File: config.mk
export PLATFORM = sky130hd
export DESIGN_NAME = fibonacci_seq_gen
export DESIGN_NICKNAME = d
export VERILOG_FILES = /design/src/rtl/fibonacci_seq_gen.sv
export SDC_FILE = /design/constraint.sdc
export NUM_CORES = 1
export LEC_CHECK = 0
export CORE_AREA = 2 2 80 63
export DETAILED_ROUTE_END_ITERATION = 6
export DIE_AREA = 0 0 82 65
export PLACE_DENSITY_LB_ADDON = 0.3
export SYNTH_ARGS = -nofsm -noshare
export SYNTH_HDL_FRONTEND = slang
export SYNTH_SLANG_ARGS = --single-unit
File: constraint.sdc
create_clock -name clk -period 4.3 [get_ports clk]
set_input_delay 0.645 -clock clk [delete_from_list [all_inputs] [get_ports clk]]
set_output_delay 0.645 -clock clk [all_outputs]
set_load 0.1 [all_outputs]
File: src/rtl/fibonacci_seq_gen.sv
// Fibonacci sequence generator: produces term(0)..term(n) from two seeds, one term per clock,
// either streaming every term or presenting only term(n), with a sticky carry-out flag per run.
module fibonacci_seq_gen #(
    parameter int WIDTH  = 8,
    parameter int NWIDTH = 8
) (
    input  logic              clk,
    input  logic              rst,
    input  logic              start,
    input  logic [NWIDTH-1:0] n,
    input  logic [WIDTH-1:0]  seed_a,
    input  logic [WIDTH-1:0]  seed_b,
    input  logic              stream,
    output logic [WIDTH-1:0]  fib,
    output logic              valid,
    output logic              done,
    output logic              busy,
    output logic              overflow
);

    typedef enum logic [1:0] {
        IDLE,
        RUN,
        DONE
    } state_t;

    state_t             state_q;
    logic [WIDTH-1:0]   a_q;
    logic [WIDTH-1:0]   b_q;
    logic [NWIDTH-1:0]  cnt_q;
    logic [NWIDTH-1:0]  n_q;
    logic               stream_q;
    logic [WIDTH-1:0]   fib_q;
    logic               valid_q;
    logic               done_q;
    logic               busy_q;
    logic               overflow_q;

    logic [WIDTH:0]     term_d;
    logic [NWIDTH:0]    cnt_plus2;
    logic               last_term;
    logic               carry_counts;

    // a_q holds term(cnt_q); the adder forms term(cnt_q+2), which only matters while that index is <= n.
    assign term_d       = {1'b0, a_q} + {1'b0, b_q};
    assign cnt_plus2    = {1'b0, cnt_q} + (NWIDTH + 1)'(2);
    assign last_term    = (cnt_q == n_q);
    assign carry_counts = term_d[WIDTH] && (cnt_plus2 <= {1'b0, n_q});

    // NOTE: all state here is updated with non-blocking assignments so every register
    // samples the pre-edge values; blocking would make a_q/b_q shift read freshly written data.
    always_ff @(posedge clk or posedge rst) begin
        if (rst) begin
            state_q    <= IDLE;
            a_q        <= '0;
            b_q        <= '0;
            cnt_q      <= '0;
            n_q        <= '0;
            stream_q   <= 1'b0;
            fib_q      <= '0;
            valid_q    <= 1'b0;
            done_q     <= 1'b0;
            busy_q     <= 1'b0;
            overflow_q <= 1'b0;
        end else begin
            case (state_q)
                IDLE, DONE: begin
                    valid_q <= 1'b0;
                    done_q  <= 1'b0;
                    busy_q  <= 1'b0;
                    state_q <= IDLE;
                    // Accepting start in DONE lets runs go back-to-back without an idle cycle.
                    if (start) begin
                        state_q    <= RUN;
                        a_q        <= seed_a;
                        b_q        <= seed_b;
                        cnt_q      <= '0;
                        n_q        <= n;
                        stream_q   <= stream;
                        busy_q     <= 1'b1;
                        overflow_q <= 1'b0;
                    end
                end

                RUN: begin
                    a_q   <= b_q;
                    b_q   <= term_d[WIDTH-1:0];
                    cnt_q <= cnt_q + NWIDTH'(1);
                    if (carry_counts) begin
                        overflow_q <= 1'b1;
                    end
                    if (stream_q || last_term) begin
                        fib_q   <= a_q;
                        valid_q <= 1'b1;
                    end else begin
                        valid_q <= 1'b0;
                    end
                    if (last_term) begin
                        done_q  <= 1'b1;
                        state_q <= DONE;
                    end
                end

                default: begin
                    state_q <= IDLE;
                    valid_q <= 1'b0;
                    done_q  <= 1'b0;
                    busy_q  <= 1'b0;
                end
            endcase
        end
    end

    assign fib      = fib_q;
    assign valid    = valid_q;
    assign done     = done_q;
    assign busy     = busy_q;
    assign overflow = overflow_q;

endmodule

==> results.txt, run 1 <==
* Setup TNS: 0 ps
- Entering global routing, the biggest net connects 47 pins.
* Type of the worst setup path: reg2out
- Area growth, synth to finish: 21.8%
* Mux share of post-synthesis cell area: 5.51%
- After detailed routing, the average wire length per cell comes to 15.0 um.
- Clock H-tree levels: 2
- Total routing usage reported by global routing: 22.7%
- Summing the areas of all compound-gate instances in the mapped netlist gives 15.8% of the synthesized area.
* Buffers & Inverters on Critical Path: 1
- The core region is 4620 um2.
- CTS sink count: 46
- After detailed routing, the number of remaining DRC violations is 0.
- Register clock-pin slew on the reported worst setup and hold paths: 80 ps
- Share of synthesized cell area in full adder, half adder and majority cells: 9.65%
- Top_reg_cell synth: sky130_fd_sc_hd__dfrtp_1
* Antenna diode count: 0
- Mean post-synth cell area: 9.89 um2
- Share of layout cells above drive strength 1: 7.19%
- Once the floorplan was initialized, standard cells occupied 55.0% of the core.
* Slowest-stage cell, CP: sky130_fd_sc_hd__clkdlybuf4s50_1
* Final max-slew violation count: 0
- Synthesis instantiated 40 different standard cells from the library.
* Kind of cell adding the most delay to the critical path: buffers and inverters
* Period minus WS final: 2470 ps
- Clk buf depth: 2
- The placed instances occupy a cell area of 2950 um2.
* RD Place Congestion: 0.906
* Share of the yosys chip area belonging to registers: 45.3%
- Walking the worst path, the cells encountered are clkdlybuf4s50_1.
- The routed design has 5280 um of wire.
* DR iter-0 viols: 137
- Async S/R FF share, synth: 100%
- The number of global-route vias before repair came to 1868.
- Synthesis inferred 46 register bits.
* Crit share post-route: 57.4%
- Later-pin clock latency in the skew report: 300 ps
* Critical Path Fanout Max: 3
- Once layout is done, the placed cells without fillers occupy 3100 um2.
- Measured along the y axis, the die boundary spans 65 um.
- Commonest cells after routing, fill and taps aside: sky130_fd_sc_hd__dfrtp_1 (46), sky130_fd_sc_hd__clkdlybuf4s50_1 (39), sky130_fd_sc_hd__nand2_1 (37), sky130_fd_sc_hd__o21ai_0 (21), sky130_fd_sc_hd__ha_1 (18)
- Floorplan die area: 5330 um2
* Count of boundary I/O pins: 40
- After Yosys synthesis, XOR and XNOR cells account for 3.79% of the synthesized area.
- After global routing the overflow that remains totals 0.
* Synthesized instance count: 257
* Smallest hold slack: 495 ps
- The number of cells on the worst reg-to-reg path is 9.
- After clock tree synthesis, the setup repair step added 0 buffers.
- In this run the worst hold path is classified as reg2reg.
- For the worst setup path, the data arrival time is 1820 ps.
* Critical path's largest stage delay: 1140 ps
- Detailed-route via count: 1987
- The hold violation total from the final report was 0.
- Relative slew margins: 34.1%
- Max-cap violations: 0
- Post-Synthesis Net Count: 304
- The flow ran to the end, and the final reports show no timing, DRC or antenna violations.
- The die is 82 um wide.
* Combinational family with the most area after synthesis: compound AO/OA/AOI/OAI gates
- Clock root buffer: sky130_fd_sc_hd__clkbuf_8
- Port Buffer Count: 39
* Number of detailed-route iterations in the first pass: 4
* Leading cell type in the layout, fill and taps excluded: sky130_fd_sc_hd__dfrtp_1
* Peak clock frequency supported by timing: 405 MHz
- The worst setup path is launched from a flop.
- Antenna Nets Post-Route: 0
- The number of antenna violations at the first check in global routing is 0.
- Setup repair after global routing left no endpoint under its margin.
* Number of standard-cell rows in the floorplan: 22
- Number of CTS-inserted buffers: 5
- Layout filler cell count: 348
* Wire length of the first global-routing pass: 9030 um
- Critical Path End Type: output pin
* Sequential cell area in the final layout: 1150 um2
* WHS Path Cells: 2
- On the final layout, the worst clock skew is 1.81 ps.
* Slew at the pin closest to its max-slew limit: 985 ps
* Number of cells upsized or downsized after cts: 0
- The synthesized netlist devotes 15.2% of its cell area to simple gates.
- In the final design database the tool counted 338 nets.
- CTS tree: done
- Setup violations remaining at the end of the flow were counted as 0.
- Vias per cell: 5.64
* Hold_buf cts: 0
- Summing all multi-input logic gate instances after layout gives 1270 um2.
* Required @ worst endpoint: 3650 ps
- In this run the number of cells on the critical path is 1.
* Synthesized cell area: 2540 um2
- Estimated wirelength of the detail-placed design: 3730 um
- Post-synth EDFFs: 0
* Yosys warning count: 0
synthesized netlist by cell type (all sizes together), types with 2 or more instances:
| cell | number | area share [%] |
|---|---|---|
| nor2b | 3 | 0.74 |
| a221o | 3 | 1.2 |
| a22o | 2 | 0.69 |
| nand4 | 5 | 1.2 |
| a21o | 2 | 0.59 |
| o21ai | 21 | 4.1 |
| inv | 15 | 2.2 |
| xor2 | 3 | 1.0 |
| o31ai | 5 | 1.5 |
| a211oi | 2 | 0.59 |
| nand3 | 11 | 2.2 |
| nand2b | 3 | 0.74 |
| ha | 18 | 8.9 |
| o21a | 2 | 0.59 |
| clkbuf | 7 | 1.0 |
| mux2i | 2 | 0.79 |
| nor2 | 10 | 1.6 |
| buf | 6 | 1.5 |
| nand2 | 37 | 5.5 |
| dfrtp | 46 | 45 |
| xnor2 | 8 | 2.8 |
| nand4b | 2 | 0.69 |
| mux2 | 8 | 4.7 |
| a22oi | 11 | 3.2 |
| a21oi | 7 | 1.4 |
| nor3 | 7 | 1.4 |
flip-flops by register name, summed over array words and instances, names as in the netlist:
register and flops:
busy 1, state_q 1, a_q 8, overflow 1, n_q 8, b_q 8, done 1, stream_q 1
cnt_q 8, fib 8, valid 1
cell type report:
| type | instances | area share [%] |
|---|---|---|
| inverter | 15 | 1.82 |
| timing repair buffer | 40 | 12.9 |
| tap | 60 | 2.43 |
| multi-input combinational | 183 | 41.1 |
| sequential | 46 | 37.2 |
| clock buffer | 6 | 2.67 |
| clock inverter | 2 | 1.94 |
tightest hold or removal path, stage by stage, from the launching register on:
cell                      delay [ps]
sky130_fd_sc_hd__dfrtp_1         360
sky130_fd_sc_hd__nand2_1          50
sky130_fd_sc_hd__nand2_1          60
worst paths after layout:
path | start | end | slack (ps)
worst max-delay path | done | done | 1830
worst min-delay path | stream_q | stream_q | 490
worst max register to register | cnt_q[5] | overflow | 1940
worst min register to register | stream_q | stream_q | 490
max in group asynchronous | rst | b_q[3] | 2850
min in group asynchronous | rst | done | 870
kinds of logic (layout without fill, tap and decap cells):
| kind of cell | after synthesis | after routing |
|---|---|---|
| XOR/XNOR | 11 | 11 |
| AND/OR/NAND/NOR | 82 | 82 |
| AO/OA/AOI/OAI | 61 | 61 |
| buffers and inverters | 28 | 63 |
| flip-flops | 46 | 46 |
| multiplexers | 10 | 10 |
| adder cells (fa/ha/maj) | 19 | 19 |
through the flow:
stage	instances	setup slack, ps	utilization, %
final	352	1830	66.9
after global routing	352	1680	66.9
after CTS	352	1810	66.9
after detailed placement	344	1820	63.9
after global placement	344	1910	63.9
after floorplan	257	2270	-
routing by layer:
| metal | wire [um] | part of all wire (%) | global-route usage (%) | vias up |
|---|---|---|---|---|
| met5 | 0 | 0 | 0 | - |
| met4 | 68 | 1.3 | 6.88 | 0 |
| met3 | 306 | 5.8 | 4.74 | 8 |
| met2 | 2180 | 41 | 31.8 | 56 |
| met1 | 2730 | 52 | 35.1 | 940 |
| li1 | - | - | - | 983 |
Power of run 1 is not shown: default switching activity piles up to over one toggle a cycle in this logic, so the estimate is an artifact.
==> run 2: changes to the inputs <==
--- a/config.mk
+++ b/config.mk
@@ -5,9 +5,9 @@
 export SDC_FILE = /design/constraint.sdc
 export NUM_CORES = 1
 export LEC_CHECK = 0
-export CORE_AREA = 2 2 80 63
+export CORE_AREA = 2 2 83 65
 export DETAILED_ROUTE_END_ITERATION = 6
-export DIE_AREA = 0 0 82 65
+export DIE_AREA = 0 0 85 67
 export PLACE_DENSITY_LB_ADDON = 0.3
 export SYNTH_ARGS = -nofsm -noshare
 export SYNTH_HDL_FRONTEND = slang
==> constraint.sdc (replaced) <==
create_clock -name clk -period 2.6 [get_ports clk]
set_input_delay 0.39 -clock clk [delete_from_list [all_inputs] [get_ports clk]]
set_output_delay 0.39 -clock clk [all_outputs]
set_load 0.1 [all_outputs]
==> run 2 against run 1 <==
Effect of this change: register-to-register slack worse by 1600 ps; hold slack worse by 67 ps; non-clock buffer count is 5 higher; highest routed layer unchanged.
==> results.txt, run 2 (synthesis results as in run 1) <==
- Pin count of the biggest net entering global routing: 34 (-28%)
* RSZ-0062 raised after global routing: no
- The buffer levels on the longest clock path is 2 (unchanged).
- Floorplan die area: 5700 um2 (+6.8%)
- Number of detailed-route iterations in the first pass: 5 (+1)
- The run finished with clean final reports.
* Later-pin clock latency in the skew report: 300 ps (about the same)
- Overflow after GRT: 0 (unchanged)
- The post-route DRC violation count is 0 (unchanged).
* Detailed-route via count: 1988 (+0.050%)
* Final max-slew violation count: 0 (unchanged)
- Critical Path Fanout Max: 7 (+4)
* Slowest-stage cell, CP: sky130_fd_sc_hd__dfrtp_1
* Top layer reached by signal wires: met4
- The hold violation total from the final report is 0 (unchanged).
- The endpoint identified for the worst register-to-register timing path is overflow.
* Wire length after detailed routing: 5360 um (+1.6%)
* Max-cap violations: 0 (unchanged)
* Leading cell type in the layout, fill and taps excluded: sky130_fd_sc_hd__dfrtp_1
* Number of standard-cell rows in the floorplan: 22 (unchanged)
- Wire length the detailed router placed on met1: 2740 um (+0.29%)
- Number of nets in the layout: 343 (+1.5%)
- The core box area is 4820 um2 (+4.2%).
- Required @ worst endpoint: 2830 ps (-820 ps)
* Maximum clock skew at final layout: 6.44 ps (+4.63 ps)
- The worst path in the final design needs a cycle of 2280 ps, including I/O delays and setup.
- Compared with the post-synthesis result, the final layout area differs by 20.5%.
* Ordered list of cells on the worst path: nand4_1, nor2_1, xor2_1, ha_1, a2111oi_0, o21ai_0, a21oi_1, o31ai_1, a21oi_1
- The proportion of layout cells with a drive suffix above 1 was 12.8% (+5.6 points).
- Setup TNS: 0 ps (unchanged)
- Hold WC Path Type: in2async
- The sum of met2 wire segment lengths after detailed routing came to 2260 um (+4.0%).
* Crit share post-route: 87.7%
* Count of buffers added by post-CTS timing repair for setup: 0 (unchanged)
- The cell that appears most often on the critical path is sky130_fd_sc_hd__a21oi_1.
- Leaving out fill and tap cells, the most frequent cells in the layout are sky130_fd_sc_hd__dfrtp_1 (46), sky130_fd_sc_hd__nand2_1 (37), sky130_fd_sc_hd__clkdlybuf4s50_1 (27), sky130_fd_sc_hd__o21ai_0 (21), sky130_fd_sc_hd__ha_1 (18).
- The half-perimeter wire length after placement came to 3940 um (+5.4%).
* Data arrival, critical path: 2510 ps (+690 ps)
- Hold_buf cts: 0 (unchanged)
- The worst setup path is of the reg2reg kind.
- The count of instances resized after the clock tree is built is 0 (unchanged).
* Clock H-tree levels: 2 (unchanged)
- RR Startpoint: cnt_q[5]
- Startpoint type of the worst setup path: flop
- The TritonCTS sink count is 46 (unchanged).
* Register-to-register path setup slack: 320 ps (-1620 ps)
- Critical Path End Type: flop
* Critical path's largest stage delay: 490 ps (-650 ps)
- Initial core utilization: 52.8% (-2.2 points)
- Vertical extent of the die: 67 um (+3.1%)
- The average wire per cell in the routed design came to 15.0 um (+0.15%).
- Register clock-pin slew on the reported worst setup and hold paths: 90 ps (about the same)
* Final number of setup-violating endpoints: 0 (unchanged)
* Wire length of the first global-routing pass: 8890 um (-1.5%)
- The count of port buffers added during placement came to 39 (unchanged).
- DR iter-0 viols: 129 (-5.8%)
* Count of boundary I/O pins: 40 (unchanged)
- The total CTS buffers is 5 (unchanged).
- Vias per cell: 5.57 (-1.4%)
- Peak clock frequency supported by timing: 438 MHz
- Number of global-route vias before repair: 1922 (+2.9%)
- Clock tree synthesis selected as its root buffer the cell sky130_fd_sc_hd__clkbuf_8.
- The actual slew at the worst max-slew pin is 709 ps (-276 ps).
- The total routing usage reported by global routing came to 20.1% (-2.7 points).
- Routed wl met3: 285 um (-6.9%)
* RD Place Congestion: 1.04 (+15%)
- The worst reg-to-reg path cell count came to 9 (unchanged).
- Relative slew margins: 52.7% (+19 points)
* Antenna Nets Post-Route: 0 (unchanged)
- Horizontal extent of the die: 85 um (+3.7%)
* CTS tree: done
* Antenna diode count: 0 (unchanged)
* Number of antenna violations at the first check in global routing: 0 (unchanged)
run 2: cell types whose count changed in the layout (fill, tap and decap cells not counted), sizes merged:
cell,change
clkdlybuf4s50,-12
clkinvlp,+1
buf,+17
clkbuf,-1
bufinv,-2
clkinv,+2
run 2: worst max-delay path, delay by kind of cell, from the launching register on:
kind            cells  cell delay [ps]
xor+xnor            1              170
simple gates        2              410
flops               1              490
compound gates      5              860
fa+ha+maj           1              270
run 2: how the worst max path moves through the flow:
stage / startpoint / end / slack [ps]
CTS: cnt_q[5] / overflow / 340
finish: cnt_q[5] / overflow / 320
floorplan: cnt_q[3] / overflow / 570
global route: cnt_q[5] / overflow / 50
detailed placement: cnt_q[5] / overflow / 340
global placement: cnt_q[3] / overflow / 440
run 2: cell type report:
class	count	area [um2]
Clock inverter	3	21.3
Tap cell	60	75.1
Fill cell	378	1750
Timing Repair Buffer	45	418
Clock buffer	5	68.8
Sequential cell	46	1150
Multi-Input combinational cell	183	1270
Inverter	15	56.3
run 2: layer usage:
| metal | track usage, % | vias up |
|---|---|---|
| met5 | 0 | - |
| met4 | 6.55 | 0 |
| met3 | 4.21 | 9 |
| met2 | 30.3 | 48 |
| met1 | 28.7 | 940 |
| li1 | - | 991 |
run 2: per-stage QoR:
step | util (%) | worst slack [ps] | hold WS (ps) | instances | area [um2]
floorplan | - | 570 | 446 | 257 | 2540
global placement | 61.7 | 443 | 481 | 349 | 2970
detailed placement | 61.7 | 344 | 476 | 349 | 2970
CTS | 63.6 | 338 | 444 | 357 | 3060
global route | 63.6 | 49.5 | 464 | 357 | 3060
finish | 63.6 | 319 | 428 | 357 | 3060
Power of run 2 is left out for the same reason.
